### config.mk
export PLATFORM = sky130hd
export DESIGN_NAME = matrix_memory_flat
export DESIGN_NICKNAME = d
export VERILOG_FILES = /design/src/rtl/matrix_memory_if.sv /design/src/rtl/matrix_memory.sv /design/src/flat_wrapper.sv
export SDC_FILE = /design/constraint.sdc
export NUM_CORES = 2
export LEC_CHECK = 0
export ABC_AREA = 1
export CELL_PAD_IN_SITES_DETAIL_PLACEMENT = 0
export CELL_PAD_IN_SITES_GLOBAL_PLACEMENT = 1
export CORE_MARGIN = 2
export CORE_UTILIZATION = 39
export CTS_CLUSTER_SIZE = 30
export DETAILED_ROUTE_END_ITERATION = 6
export GPL_TIMING_DRIVEN = 1
export PLACE_DENSITY = 0.74
export SETUP_SLACK_MARGIN = 0.3
export SLEW_MARGIN = 25
export SYNTH_ARGS = -nofsm -noshare
export SYNTH_HDL_FRONTEND = slang
export SYNTH_SLANG_ARGS = --single-unit
### constraint.sdc
create_clock -name clk_i -period 6.52 [get_ports clk_i]
set_clock_uncertainty 0.05 [all_clocks]
set_input_delay 1.304 -clock clk_i [delete_from_list [all_inputs] [get_ports clk_i]]
set_output_delay 1.304 -clock clk_i [all_outputs]
set_load 0.03 [all_outputs]
### src/rtl/matrix_memory_if.sv
// Window-read and tile-merge port between the current-tile logic (master)
// and the playfield store (slave).
interface matrix_memory_if #(
    parameter int unsigned coord_w_p = 6
);
    typedef struct packed {
        logic signed [coord_w_p-1:0] x_m;
        logic signed [coord_w_p-1:0] y_m;
    } point_t;

    typedef logic [3:0][3:0] shape_t;

    point_t          mm_addr_i;
    logic [3:0][3:0] mm_data_o;
    logic            merge_v_i;
    point_t          merge_pos_i;
    shape_t          merge_shape_i;
    logic            ready_o;
    logic            done_o;
    logic [2:0]      lines_cleared_o;
    logic            game_over_o;

    modport slave (
        input  mm_addr_i, merge_v_i, merge_pos_i, merge_shape_i,
        output mm_data_o, ready_o, done_o, lines_cleared_o, game_over_o
    );

    modport master (
        output mm_addr_i, merge_v_i, merge_pos_i, merge_shape_i,
        input  mm_data_o, ready_o, done_o, lines_cleared_o, game_over_o
    );
endinterface

### src/rtl/matrix_memory.sv
// Tetris playfield store: combinational 4x4 window read, tile merge, display row port.
// Define TETRIS_LINE_CLEAR_EN to build the row-scan/shift FSM that removes full lines.
module matrix_memory #(
    parameter int unsigned width_p  = 10,
    parameter int unsigned height_p = 20
) (
    input  logic               clk_i,
    input  logic               reset_i,
    input  logic               clear_i,
    matrix_memory_if.slave     mm,
    input  logic [4:0]         disp_y_i,
    output logic [width_p-1:0] disp_row_o
);
    localparam int unsigned row_w_lp = $clog2(height_p);
    localparam int unsigned col_w_lp = $clog2(width_p);

    typedef enum logic [1:0] {eIDLE, eScan, eShift, eDone} state_e;

    state_e                           state_q, state_d;
    logic [height_p-1:0][width_p-1:0] board_q, board_d;
    logic                             ready_q, ready_d;
    logic                             done_q, done_d;
    logic                             game_over_q, game_over_d;
`ifdef TETRIS_LINE_CLEAR_EN
    logic [row_w_lp-1:0]              ptr_q, ptr_d;
    logic [2:0]                       count_q, count_d;
    logic [2:0]                       lines_q, lines_d;
    logic [height_p-1:0][width_p-1:0] shifted;

    // Packed shift moves every row one step towards the floor; row 0 fills with 0.
    assign shifted = board_q << width_p;
`endif

    always_comb begin
        mm.mm_data_o = '0;
        for (int unsigned r = 0; r < 4; r++) begin
            for (int unsigned c = 0; c < 4; c++) begin
                int x;
                int y;
                x = int'(mm.mm_addr_i.x_m) + int'(c);
                y = int'(mm.mm_addr_i.y_m) + int'(r);
                if (x < 0 || x >= int'(width_p) || y >= int'(height_p))
                    mm.mm_data_o[2'(r)][2'(c)] = 1'b1;
                else if (y >= 0)
                    mm.mm_data_o[2'(r)][2'(c)] = board_q[row_w_lp'(y)][col_w_lp'(x)];
            end
        end
    end

    always_comb begin
        state_d     = state_q;
        board_d     = board_q;
        game_over_d = game_over_q;
`ifdef TETRIS_LINE_CLEAR_EN
        ptr_d       = ptr_q;
        count_d     = count_q;
        lines_d     = lines_q;
`endif
        if (clear_i) begin
            state_d     = eIDLE;
            board_d     = '0;
            game_over_d = 1'b0;
`ifdef TETRIS_LINE_CLEAR_EN
            lines_d     = '0;
`endif
        end else begin
            case (state_q)
                eIDLE: begin
                    if (mm.merge_v_i) begin
                        for (int unsigned r = 0; r < 4; r++) begin
                            for (int unsigned c = 0; c < 4; c++) begin
                                int x;
                                int y;
                                x = int'(mm.merge_pos_i.x_m) + int'(c);
                                y = int'(mm.merge_pos_i.y_m) + int'(r);
                                if (mm.merge_shape_i[2'(r)][2'(c)]) begin
                                    if (y < 0)
                                        game_over_d = 1'b1;
                                    else if (x >= 0 && x < int'(width_p) && y < int'(height_p))
                                        board_d[row_w_lp'(y)][col_w_lp'(x)] = 1'b1;
                                end
                            end
                        end
`ifdef TETRIS_LINE_CLEAR_EN
                        ptr_d   = row_w_lp'(height_p - 1);
                        count_d = '0;
                        state_d = eScan;
`else
                        state_d = eDone;
`endif
                    end
                end
`ifdef TETRIS_LINE_CLEAR_EN
                eScan: begin
                    if (&board_q[ptr_q])
                        state_d = eShift;
                    else if (ptr_q == '0)
                        state_d = eDone;
                    else
                        ptr_d = ptr_q - 1'b1;
                end
                eShift: begin
                    for (int unsigned i = 0; i < height_p; i++) begin
                        if (i <= 32'(ptr_q))
                            board_d[row_w_lp'(i)] = shifted[row_w_lp'(i)];
                    end
                    count_d = count_q + 3'd1;
                    state_d = eScan;
                end
`endif
                eDone:   state_d = eIDLE;
                default: state_d = eIDLE;
            endcase
        end
        // Outputs are registered from the next state so they line up with the state they describe.
        ready_d = (state_d == eIDLE);
        done_d  = (state_d == eDone);
`ifdef TETRIS_LINE_CLEAR_EN
        if (state_d == eDone)
            lines_d = count_d;
`endif
    end

    always_ff @(posedge clk_i or posedge reset_i) begin
        if (reset_i) begin
            state_q     <= eIDLE;
            board_q     <= '0;
            ready_q     <= 1'b1;
            done_q      <= 1'b0;
            game_over_q <= 1'b0;
`ifdef TETRIS_LINE_CLEAR_EN
            ptr_q       <= '0;
            count_q     <= '0;
            lines_q     <= '0;
`endif
        end else begin
            state_q     <= state_d;
            board_q     <= board_d;
            ready_q     <= ready_d;
            done_q      <= done_d;
            game_over_q <= game_over_d;
`ifdef TETRIS_LINE_CLEAR_EN
            ptr_q       <= ptr_d;
            count_q     <= count_d;
            lines_q     <= lines_d;
`endif
        end
    end

    assign mm.ready_o     = ready_q;
    assign mm.done_o      = done_q;
    assign mm.game_over_o = game_over_q;
`ifdef TETRIS_LINE_CLEAR_EN
    assign mm.lines_cleared_o = lines_q;
`else
    assign mm.lines_cleared_o = '0;
`endif

    always_comb begin
        disp_row_o = '0;
        if (int'(disp_y_i) < int'(height_p))
            disp_row_o = board_q[row_w_lp'(disp_y_i)];
    end
endmodule
### src/flat_wrapper.sv
// flat-port wrapper written by rule: the top's interface ports become plain ports
module matrix_memory_flat 
#(
    parameter int unsigned width_p  = 10,
    parameter int unsigned height_p = 20
)
  (clk_i, reset_i, clear_i, disp_y_i, disp_row_o, mm_mm_addr_i, mm_merge_v_i, mm_merge_pos_i, mm_merge_shape_i, mm_mm_data_o, mm_ready_o, mm_done_o, mm_lines_cleared_o, mm_game_over_o);
  matrix_memory_if mm_i ();
  input  logic clk_i;
  input  logic reset_i;
  input  logic clear_i;
  input  logic [4:0] disp_y_i;
  output logic [width_p-1:0] disp_row_o;
  input wire logic [$bits(mm_i.mm_addr_i)-1:0] mm_mm_addr_i;
  input wire logic [$bits(mm_i.merge_v_i)-1:0] mm_merge_v_i;
  input wire logic [$bits(mm_i.merge_pos_i)-1:0] mm_merge_pos_i;
  input wire logic [$bits(mm_i.merge_shape_i)-1:0] mm_merge_shape_i;
  output wire logic [$bits(mm_i.mm_data_o)-1:0] mm_mm_data_o;
  output wire logic [$bits(mm_i.ready_o)-1:0] mm_ready_o;
  output wire logic [$bits(mm_i.done_o)-1:0] mm_done_o;
  output wire logic [$bits(mm_i.lines_cleared_o)-1:0] mm_lines_cleared_o;
  output wire logic [$bits(mm_i.game_over_o)-1:0] mm_game_over_o;
  assign mm_i.mm_addr_i = mm_mm_addr_i;
  assign mm_i.merge_v_i = mm_merge_v_i;
  assign mm_i.merge_pos_i = mm_merge_pos_i;
  assign mm_i.merge_shape_i = mm_merge_shape_i;
  assign mm_mm_data_o = mm_i.mm_data_o;
  assign mm_ready_o = mm_i.ready_o;
  assign mm_done_o = mm_i.done_o;
  assign mm_lines_cleared_o = mm_i.lines_cleared_o;
  assign mm_game_over_o = mm_i.game_over_o;
  matrix_memory #(.width_p(width_p), .height_p(height_p)) u_core (.clk_i(clk_i), .reset_i(reset_i), .clear_i(clear_i), .mm(mm_i), .disp_y_i(disp_y_i), .disp_row_o(disp_row_o));
endmodule
==> summary.log <==
INFO  outcome        outcome=finished with violations
INFO  outcome        failed_checks=DRC
INFO  detailed_routing wl=152800µm
INFO  cts            numCtsBuffers=27
INFO  power          power_per_cell_area=145.1mW/mm²
INFO  power          leakage_component_of_the_power=0.01368µW
INFO  detailed_routing routed_wire_length_per_instance=26.88µm
INFO  power          power.ir.vdd_worst=0.2012mV
INFO  worst_setup_path worst-setup-path-type=input pin to primary output
INFO  cts            worst_setup_hold_path_clk_slew=0.06ns
INFO  synth          post_synth_main_area_contributors=sky130_fd_sc_hd__nand2_1 (25%), sky130_fd_sc_hd__dfrtp_1 (20%), sky130_fd_sc_hd__nand3_1 (12%), sky130_fd_sc_hd__o21ai_0 (9.1%), sky130_fd_sc_hd__nor2_1 (6.8%)
INFO  timing         timing_hold_violations_final=0
INFO  placed_design  place_worst_setup_slack=0.4246ns
INFO  cts            clk_root_buffer_cell=sky130_fd_sc_hd__clkbuf_16
INFO  worst_setup_path r2r_worst_path_depth=7
INFO  layout         area_growth=11.25%
INFO  synth          synth_area=0.02570mm²
INFO  power          comb_power_share=31.2%
INFO  worst_setup_path max_stage_delay=0.67ns
INFO  worst_setup_path cp_top_family=buffers and inverters
INFO  timing         rsz0062_at_grt=yes
INFO  worst_setup_path crit_path_max_fanout=11
INFO  layout         layout-drive-gt1-share=7.181%
INFO  die            fp-row-count=94
INFO  power          power.switching_fraction=39.82%
INFO  grt            grt_antenna_before_repair=5
INFO  worst_setup_path crit_cells=13
INFO  placed_design  buffer_ports.inserted=77
INFO  power          finalPower=4149µW
INFO  worst_setup_path critPathArrivalTime=4.76ns
INFO  timing         fin_setup_tns=0ns
INFO  synth          synth-edff-count=0
INFO  timing         drv_slew=0
INFO  synth          ys.flop_type=sky130_fd_sc_hd__dfrtp_1
INFO  layout         multi_input_comb_area=0.01776mm²
INFO  synth          post_synth_num_cell_types=57
INFO  worst_setup_path end_kind=primary output
INFO  power          seq_power_share=30.8%
INFO  timing         timing.final.crit_share=93.77%
INFO  die            die_width=260.7µm
INFO  worst_setup_path critPathLaunchType=input pin
INFO  power          clkPwrFrac=38.0%
INFO  worst_setup_path worst-r2r-setup-slack=3.70ns
INFO  timing         tightestPinTransition=1.225ns
INFO  placed_design  gp_routability_congestion=1.063
INFO  grt            vias_in_the_first_global_route=31020
INFO  detailed_routing routed-via-count=34660
INFO  worst_setup_path critical_path_required=5.17ns
INFO  die            design.core.area=0.06551mm²
INFO  placed_design  dp.cells=5633
INFO  detailed_routing drt_iter0_drc=5808
INFO  layout         postLayoutCoreUtil=43.65%
INFO  timing         setup_violations=0
INFO  placed_design  place.detailed.hpwl=121200µm
INFO  min_path       worst_hold_path.num_cells=2
INFO  cts            cts-resized-gates=0
INFO  detailed_routing drc=5
INFO  grt            grt_overflow_total=0
INFO  synth          syn_inst=4806
INFO  cts            hold_buffers=0
INFO  grt            largest_net_degree_at_the_start_of_global_routing=114
INFO  synth          synth_largest_area_cell=sky130_fd_sc_hd__nand2_1
INFO  grt            grt_usage=43.93%
INFO  synth          synthDominantCellAreaShare=24.99%
INFO  die            floorplan.io_pins=81
INFO  layout         design.final.nets=4869
INFO  die            initial_core_util=39.24%
INFO  worst_setup_path timing.critical_path.cells=clkdlybuf4s50_1 -> inv_1 -> buf_4 -> nor2_1 -> o21ai_0 -> o211ai_1 -> a21oi_1 -> nand2_1 -> nand3_1 -> nand2_1 -> nand2_1 -> nand2_1 -> clkdlybuf4s50_1
INFO  die            die-area=0.06797mm²
INFO  cts            worst_skew_pair.late_latency=0.61ns
INFO  synth          syn_avg_cell_area=5.348µm²
INFO  synth          yosysWarnings=0
INFO  worst_setup_path critPathSlowestCell=sky130_fd_sc_hd__clkdlybuf4s50_1
INFO  synth          async_reset_ff_share=100.0%
INFO  cts            clock-sinks=205
INFO  detailed_routing avgViaCountPerCell=6.097
INFO  cts            cts_tree=done
INFO  cts            ctsHtreeMaxLevel=1
INFO  timing         final_critical_path_setup_slack=0.4061ns
INFO  worst_setup_path timing.critical_path.mode_cell=sky130_fd_sc_hd__nand2_1
INFO  worst_setup_path crit_buf_inv=4
INFO  cts            cts_post_setup_buffers_inserted=0
INFO  layout         fill_cell_instance_count_of_the_final_layout=7407
INFO  timing         final_period_minus_worst_setup_slack=6.114ns
INFO  grt            grt_first_pass_wirelength=217800µm
INFO  layout         post_layout_nonfiller_instances=5684
INFO  synth          yosysSeqAreaShare=19.96%
INFO  power          net_switching_power=1652µW
INFO  cts            clock_tree.buffer_depth=3
INFO  synth          synth-seq-cells=205
INFO  die            die_height=260.7µm
INFO  timing         timing.slew.headroom=18.01%
INFO  layout         seq_area=0.005131mm²
INFO  power          p_int=2497µW
INFO  detailed_routing antenna_violating_nets_post_route=0
INFO  detailed_routing detail_route.first_pass.iterations=7
INFO  timing         max_freq=163.6MHz
INFO  min_path       min_delay_worst_type=flop to flop
INFO  run            timing.max_cap.violations=0
-- kinds of logic after synthesis --
kind of cell	after synthesis	share of synthesized area, %
other cells	1	0.01459
simple gates	3027	50.24
fa+ha+maj	21	1.022
compound gates	823	17.32
flops	205	19.96
buf+inv	722	11.17
xor+xnor	7	0.2677
-- flip-flops by register name, indices dropped and copies added, names as in the netlist --
| register | flops |
|---|---|
| u_core.board_q | 200 |
| u_core.mm.done_o | 1 |
| u_core.mm.game_over_o | 1 |
| u_core.mm.ready_o | 1 |
| u_core.state_q | 2 |
-- cell usage in the layout (no fill, tap or decap), types with 30 or more instances in the layout --
cell                              synthesis  layout
sky130_fd_sc_hd__a21oi_1                197     197
sky130_fd_sc_hd__buf_4                   15     141
sky130_fd_sc_hd__clkdlybuf4s50_1          0      58
sky130_fd_sc_hd__dfrtp_1                204     204
sky130_fd_sc_hd__inv_1                  424     420
sky130_fd_sc_hd__inv_2                   29      31
sky130_fd_sc_hd__nand2_1               1711    1708
sky130_fd_sc_hd__nand2_2                 27      30
sky130_fd_sc_hd__nand3_1                622     622
sky130_fd_sc_hd__nand4_1                 90      90
sky130_fd_sc_hd__nor2_1                 466     459
sky130_fd_sc_hd__nor3_1                  35      35
sky130_fd_sc_hd__o211ai_1                75      75
sky130_fd_sc_hd__o21ai_0                466     465
sky130_fd_sc_hd__o21ai_1                 35      36
-- stage by stage --
stage / area, µm² / hold WS [ns]
after floorplan: 25710 / 0.3988
after global placement: 27660 / 0.4107
after detailed placement: 27660 / 0.4150
after CTS: 28560 / 0.4345
after global routing: 28590 / 0.4604
final: 28590 / 0.4304
-- cell type report --
class | count | area share [%]
timing repair buffer | 216 | 6.800
clock buffer | 36 | 2.621
sequential | 205 | 17.94
tap | 864 | 3.781
inverter | 467 | 6.178
clock inverter | 12 | 0.5207
multi-input combinational | 3881 | 62.11
timing repair inverter | 1 | 0.02625
antenna | 2 | 0.01750
-- synthesized netlist by cell type (28+ instances only) --
| master | number |
|---|---|
| sky130_fd_sc_hd__nor3_1 | 35 |
| sky130_fd_sc_hd__o211ai_1 | 75 |
| sky130_fd_sc_hd__nand2_1 | 1711 |
| sky130_fd_sc_hd__nor2_1 | 466 |
| sky130_fd_sc_hd__o21ai_1 | 35 |
| sky130_fd_sc_hd__a21oi_1 | 197 |
| sky130_fd_sc_hd__buf_1 | 28 |
| sky130_fd_sc_hd__inv_2 | 29 |
| sky130_fd_sc_hd__buf_2 | 41 |
| sky130_fd_sc_hd__inv_1 | 424 |
| sky130_fd_sc_hd__o21ai_0 | 466 |
| sky130_fd_sc_hd__dfrtp_1 | 204 |
| sky130_fd_sc_hd__nand4_1 | 90 |
| sky130_fd_sc_hd__clkbuf_1 | 164 |
| sky130_fd_sc_hd__nand3_1 | 622 |
-- routing by layer --
layer  GRT usage (%)  wire (µm)
met1           64.07      66450
met2           59.81      58750
met3           15.26      22270
met4           12.95       5288
met5               0         32
-- path summary, 6_finish.rpt --
path | endpoint | from
max | mm_mm_data_o[2] | mm_mm_addr_i[2]
min | u_core.board_q[92]$_DFFE_PP0P_ | u_core.board_q[92]$_DFFE_PP0P_
max reg2reg | u_core.board_q[46]$_DFFE_PP0P_ | u_core.state_q[0]$_DFF_PP0_
min reg2reg | u_core.board_q[92]$_DFFE_PP0P_ | u_core.board_q[92]$_DFFE_PP0P_
max in group asynchronous | u_core.board_q[161]$_DFFE_PP0P_ | reset_i
min in group asynchronous | u_core.mm.game_over_o$_DFFE_PP0P_ | reset_i
-- power groups by stage --
stage               logic (µW)  clock network (µW)  registers [µW]
finish                    1300                1580            1280
global placement          1230                   0            1300
CTS                       1230                1590            1280
detailed placement        1230                   0            1300
global route              1370                1620            1280
floorplan                  734                   0            1300
-- worst reg2reg max path: cells and delay by family (launching register included) --
family / cells / cell delay [ns]
buf+inv: 3 / 1.01
simple gates: 4 / 1.33
flops: 1 / 0.36
No activity file was read; power rests on OpenSTA's default activity.
